$ cat src/rtl/sync_hold_launcher_if.sv
// Handshake and launch-side bus between a word producer and sync_hold_launcher.
interface sync_hold_launcher_if #(
    parameter int unsigned WIDTH = 16
);
    logic [WIDTH-1:0] din;
    logic             din_valid;
    logic             din_ready;
    logic [WIDTH-1:0] dout;
    logic             dout_update;
    logic             busy;
    logic [7:0]       drop_cnt;

    modport master (
        output din, din_valid,
        input  din_ready, dout, dout_update, busy, drop_cnt
    );

    modport slave (
        input  din, din_valid,
        output din_ready, dout, dout_update, busy, drop_cnt
    );
endinterface

$ cat src/rtl/sync_hold_launcher.sv
// Launch-side feeder for a multi-bit bus synchronizer: holds each launched word stable
// for HOLD_CYCLES clocks, optionally coalescing words that arrive during the hold.
module sync_hold_launcher #(
    parameter int unsigned      WIDTH       = 16,
    parameter int unsigned      HOLD_CYCLES = 8,
    parameter int unsigned      COALESCE    = 1,
    parameter logic [WIDTH-1:0] RESET_VAL   = '0
) (
    input logic                 clk,
    input logic                 srst,
    sync_hold_launcher_if.slave bus
);
    localparam int unsigned      CNT_W    = (HOLD_CYCLES > 1) ? $clog2(HOLD_CYCLES) : 1;
    localparam logic [CNT_W-1:0] CNT_LOAD = CNT_W'(HOLD_CYCLES - 1);
    localparam logic [7:0]       DROP_MAX = 8'hFF;
    localparam bit               COAL_EN  = (COALESCE != 0);

    typedef enum logic {
        IDLE = 1'b0,
        HOLD = 1'b1
    } state_t;

    state_t           state, state_nxt;
    logic [WIDTH-1:0] dout_q, dout_nxt;
    logic [WIDTH-1:0] pend_q, pend_nxt;
    logic             pend_v_q, pend_v_nxt;
    logic             upd_q, upd_nxt;
    logic [CNT_W-1:0] cnt_q, cnt_nxt;
    logic [7:0]       drop_q, drop_nxt;
    logic             ready;
    logic             accept;
    logic             cand_v;
    logic [WIDTH-1:0] cand;

    // State register and launch datapath registers
    always_ff @(posedge clk) begin
        if (srst) begin
            state    <= IDLE;
            dout_q   <= RESET_VAL;
            pend_q   <= '0;
            pend_v_q <= 1'b0;
            upd_q    <= 1'b0;
            cnt_q    <= '0;
            drop_q   <= '0;
        end else begin
            state    <= state_nxt;
            dout_q   <= dout_nxt;
            pend_q   <= pend_nxt;
            pend_v_q <= pend_v_nxt;
            upd_q    <= upd_nxt;
            cnt_q    <= cnt_nxt;
            drop_q   <= drop_nxt;
        end
    end

    // Next state: launch, hold countdown, coalescing and relaunch at hold end
    always_comb begin
        state_nxt  = state;
        dout_nxt   = dout_q;
        pend_nxt   = pend_q;
        pend_v_nxt = pend_v_q;
        upd_nxt    = 1'b0;
        cnt_nxt    = cnt_q;
        drop_nxt   = drop_q;
        accept     = bus.din_valid & ready;
        // A word accepted on the last hold cycle takes precedence over the pending one
        cand_v     = accept | pend_v_q;
        cand       = accept ? bus.din : pend_q;

        case (state)
            IDLE: begin
                if (accept && (bus.din != dout_q)) begin
                    dout_nxt  = bus.din;
                    upd_nxt   = 1'b1;
                    cnt_nxt   = CNT_LOAD;
                    state_nxt = HOLD;
                end
            end
            HOLD: begin
                if (accept) begin
                    pend_nxt   = bus.din;
                    pend_v_nxt = 1'b1;
                    if (pend_v_q && (drop_q != DROP_MAX)) drop_nxt = drop_q + 8'd1;
                end
                if (cnt_q != '0) begin
                    cnt_nxt = cnt_q - CNT_W'(1);
                end else begin
                    pend_v_nxt = 1'b0;
                    if (cand_v && (cand != dout_q)) begin
                        dout_nxt = cand;
                        upd_nxt  = 1'b1;
                        cnt_nxt  = CNT_LOAD;
                    end else begin
                        state_nxt = IDLE;
                    end
                end
            end
            default: state_nxt = IDLE;
        endcase
    end

    // Handshake and status decode
    always_comb begin
        ready = 1'b1;
        if ((state == HOLD) && !COAL_EN) ready = 1'b0;
        bus.din_ready = ready;
        bus.busy      = (state == HOLD) | pend_v_q;
    end

    assign bus.dout        = dout_q;
    assign bus.dout_update = upd_q;
    assign bus.drop_cnt    = drop_q;
endmodule

$ cat src/flat_wrapper.sv
// flat-port wrapper written by rule: the top's interface ports become plain ports
module sync_hold_launcher_flat 
#(
    parameter int unsigned      WIDTH       = 16,
    parameter int unsigned      HOLD_CYCLES = 8,
    parameter int unsigned      COALESCE    = 1,
    parameter logic [WIDTH-1:0] RESET_VAL   = '0
)
  (clk, srst, bus_din, bus_din_valid, bus_din_ready, bus_dout, bus_dout_update, bus_busy, bus_drop_cnt);
  sync_hold_launcher_if #(.WIDTH(WIDTH)) bus_i ();
  input logic clk;
  input logic srst;
  input wire logic [$bits(bus_i.din)-1:0] bus_din;
  input wire logic [$bits(bus_i.din_valid)-1:0] bus_din_valid;
  output wire logic [$bits(bus_i.din_ready)-1:0] bus_din_ready;
  output wire logic [$bits(bus_i.dout)-1:0] bus_dout;
  output wire logic [$bits(bus_i.dout_update)-1:0] bus_dout_update;
  output wire logic [$bits(bus_i.busy)-1:0] bus_busy;
  output wire logic [$bits(bus_i.drop_cnt)-1:0] bus_drop_cnt;
  assign bus_i.din = bus_din;
  assign bus_i.din_valid = bus_din_valid;
  assign bus_din_ready = bus_i.din_ready;
  assign bus_dout = bus_i.dout;
  assign bus_dout_update = bus_i.dout_update;
  assign bus_busy = bus_i.busy;
  assign bus_drop_cnt = bus_i.drop_cnt;
  sync_hold_launcher #(.WIDTH(WIDTH), .HOLD_CYCLES(HOLD_CYCLES), .COALESCE(COALESCE), .RESET_VAL(RESET_VAL)) u_core (.clk(clk), .srst(srst), .bus(bus_i));
endmodule
$ cat config.mk
export PLATFORM = sky130hd
export DESIGN_NAME = sync_hold_launcher_flat
export DESIGN_NICKNAME = d
export VERILOG_FILES = /design/src/rtl/sync_hold_launcher_if.sv /design/src/rtl/sync_hold_launcher.sv /design/src/flat_wrapper.sv
export SDC_FILE = /design/constraint.sdc
export NUM_CORES = 1
export LEC_CHECK = 0
export BUFFER_PORTS_ARGS = -buffer_cell sky130_fd_sc_hd__buf_4
export CAP_MARGIN = 10
export CORE_MARGIN = 3
export CORE_UTILIZATION = 50
export CTS_BUF_LIST = sky130_fd_sc_hd__clkbuf_2 sky130_fd_sc_hd__clkbuf_4 sky130_fd_sc_hd__clkbuf_8
export DETAILED_ROUTE_END_ITERATION = 7
export PLACE_DENSITY = 0.73
export SYNTH_ARGS = -nofsm -noshare
export SYNTH_HDL_FRONTEND = slang
export SYNTH_SLANG_ARGS = --single-unit
export TNS_END_PERCENT = 50
$ cat constraint.sdc
create_clock -name clk -period 2.55 [get_ports clk]
set_input_delay 0.1275 -clock clk [delete_from_list [all_inputs] [get_ports clk]]
set_output_delay 0.1275 -clock clk [all_outputs]
set_load 0.05 [all_outputs]
==> flow_metrics.env <==
export IMPL_place_ws_ns=0.309
export IMPL_antenna_found_initial=0
export IMPL_fill_cells=452
export IMPL_vias_per_cell=5.29
export IMPL_start_kind="flip-flop"
export IMPL_wl_um=5590
export IMPL_finalClockSkew_ns=0.0127
export IMPL_synth_cells=290
export IMPL_clock_sinks=46
export IMPL_wl_per_cell_um=14.1
export IMPL_vias=2100
export IMPL_synth_seq_cells=46
export IMPL_num_antenna_cells=0
export IMPL_finalSetupTns_ns=0
export IMPL_yosysTopAreaCellShare_pct=36.3
export IMPL_fin_crit_sh_pct=85.3
export IMPL_synth_fp_nets=312
export IMPL_tightest_slew_ns=0.721
export IMPL_numCtsBuffers=5
export IMPL_cts_buffer_depth=2
export IMPL_fmax_mhz=460
export IMPL_end_kind="flip-flop"
export IMPL_grt_max_degree=30
export IMPL_reg2reg_slack_ns=0.37
export IMPL_synth_most_common_cell="nand2_1"
export IMPL_place_area_um2=2900
export IMPL_worst_path_max_fanout=13
export IMPL_rows=25
export IMPL_coreArea_um2=4820
export IMPL_port_buffers=44
export IMPL_yosys_warnings=0
export IMPL_root_buffer="clkbuf_8"
export IMPL_synth_area_leader_cell="dfxtp_1"
export IMPL_synth_edff_count=0
export IMPL_ys_seq_area_share_pct=36.3
export IMPL_worstHoldStart="bus_din[12]"
export IMPL_cp_cell_sequence="xnor2_1 -> nand4_1 -> o41ai_1 -> nor2_1 -> a31oi_2 -> buf_4 -> mux2i_1"
export IMPL_cts_resized=0
export IMPL_setup_viol=0
export IMPL_syn_to_final_growth_pct=18.6
export IMPL_postCtsHoldBufs=0
export IMPL_dieArea_um2=5970
export IMPL_ys_top_cells_by_area="dfxtp_1, mux2i_1, xnor2_1, nand2_1, mux2_2"
export IMPL_cp_num_buf_inv=1
export IMPL_ys_types=39
export IMPL_holdPathStages=3
export IMPL_final_nets=351
export IMPL_synth_commonest_cells="nand2_1, dfxtp_1, xnor2_1"
export IMPL_hold_class="input port to flip-flop"
export IMPL_hold_end="u_core.pend_q[12]"
export IMPL_p_leak_nw=1.25
export IMPL_io_pins=46
export IMPL_critPathMaxStageDelay_ns=0.57
export IMPL_synth_main_ff_cell="dfxtp_1"
export IMPL_die_width_um=77.2
export IMPL_crit_slowest_cell="o41ai_1"
export IMPL_rr_worst_depth=7
export IMPL_holdWs_ns=0.0931
export IMPL_async_flop_share_pct=0
export IMPL_drv_slew=0
export IMPL_grt_pass1_vias=2016
export IMPL_grt_pass1_wl_um=9440
export IMPL_drc=0
export IMPL_slew_headroom_pct=51.9
export IMPL_cts_setup_buffers=0
export IMPL_htreeDepth=2
export IMPL_track_usage_pct=19.5
export IMPL_rsz0062_at_grt="no"
export IMPL_design_area_um2=3010
export IMPL_layout_drive_gt1_share_pct=22.4
export IMPL_cp_arrival_ns=2.40
export IMPL_place_gp_congestion=0.813
export IMPL_setup_ws_ns=0.375
export IMPL_hold_viol=0
export IMPL_rr_endpoint="u_core.bus.dout[11]"
export IMPL_fp_dieH_um=77.2
export IMPL_ant_nets=0
export IMPL_cts_tree="built"
export IMPL_pwr_density_cell_nw_per_um2=613
export IMPL_start_util_pct=52.7
export IMPL_min_period_ns=2.18
export IMPL_synthesis_area_um2=2540
export IMPL_overflow=0
export IMPL_cp_data_required_time_ns=2.78
export IMPL_critical_path_top_delay_family="compound AO/OA/AOI/OAI gates"
export IMPL_synth_area_per_cell_um2=8.75
export IMPL_ir_drop_v=0.000362
export IMPL_insertion_delay_ns=0.30
export IMPL_dr_pass1_iters=4
export IMPL_maxCapViolations=0
export IMPL_worstSetupPathType="flip-flop to flip-flop"
export IMPL_dp_hpwl_um=3980
export IMPL_status="completed"
export IMPL_cts_reportedPaths_clkPinSlew_ns=0.09
export IMPL_dr_first_iter_drc_count=71
export IMPL_rr_startpoint="u_core.bus.dout[10]"
## power breakdown
group	leakage, nW	switching, mW	internal, mW
registers	0.376	0.0563	0.768
clock network	0.0593	0.241	0.315
logic	0.814	0.268	0.197
## worst min-delay path, stage by stage
cell and delay [ns]:
buf_4 0.13, nand2_1 0.05, a21oi_1 0.05
## sequential cells by signal, summed over array words and instances, names as in the netlist
name / flops
u_core.bus.dout: 16
u_core.pend_q: 16
u_core.bus.drop_cnt: 8
u_core.cnt_q: 3
u_core.bus.dout_update: 1
u_core.pend_v_q: 1
u_core.state: 1
## layout by cell type (no fill, tap or decap), types with 2 or more instances in the layout
cell      netlist  routed
nand2_1        62      62
xnor2_1        33      33
clkbuf_8        0       5
dfxtp_1        46      46
nand3_1         3       3
or2_2           2       2
or3_1           3       3
o21ai_1         2       2
o21a_1          3       3
xor2_1          4       4
mux2_2         13      13
mux2i_1        32      32
buf_4           2      48
o21ai_0         6       6
a21oi_1        20      20
nand4_1         8       8
clkbuf_4        0       2
nor4_1          3       3
inv_1           5       5
nor2_1         11      11
ha_1            3       3
## metal layers
layer  vias to the layer above  part of all wire, %  GRT usage (%)
li1                       1064                    -              -
met1                       980                   47           25.2
met2                        50                   47           31.6
met3                         6                  5.0           5.28
met4                         0                 0.98           5.87
met5                         -                    0              0
## logic make-up after synthesis
| family | after synthesis | synth area share, % |
|---|---|---|
| AND/OR/NAND/NOR | 98 | 17.1 |
| multiplexers | 46 | 18.9 |
| flip-flops | 46 | 36.3 |
| AO/OA/AOI/OAI | 38 | 8.88 |
| XOR/XNOR | 37 | 12.8 |
| buffers and inverters | 21 | 4.39 |
| adder cells (fa/ha/maj) | 3 | 1.48 |
| other | 1 | 0.148 |
## how the worst max path moves through the flow
stage | start | end | slack (ns) | cells after the start
floorplan | u_core.bus.dout[3] | u_core.bus.dout[10] | 0.35 | 8
global placement | bus_din_valid | u_core.bus.dout[3] | 0.34 | 8
CTS | u_core.bus.dout[10] | u_core.bus.dout[15] | 0.38 | 7
finish | u_core.bus.dout[10] | u_core.bus.dout[11] | 0.37 | 7
detailed placement | bus_din_valid | u_core.bus.dout[15] | 0.31 | 8
global route | u_core.bus.dout[10] | u_core.bus.dout[3] | 0.25 | 7
## area by class of cell
class / count / area [um^2] / area share, %
Clock inverter: 1 / 30.0 / 0.998
Multi-Input combinational cell: 223 / 1510 / 50.2
Clock buffer: 7 / 83.8 / 2.79
Inverter: 5 / 18.8 / 0.624
Sequential cell: 46 / 921 / 30.6
Timing Repair Buffer: 48 / 360 / 12.0
Tap cell: 67 / 83.8 / 2.79
## through the flow
stage | total power [mW] | utilization [%] | std cells
after floorplan | 1.18 | - | 290
after global placement | 1.30 | 60.1 | 389
after detailed placement | 1.31 | 60.1 | 389
after CTS | 1.86 | 62.5 | 397
after global routing | 1.93 | 62.5 | 397
final | 1.84 | 62.5 | 397
(Power assumes the default switching activity.)
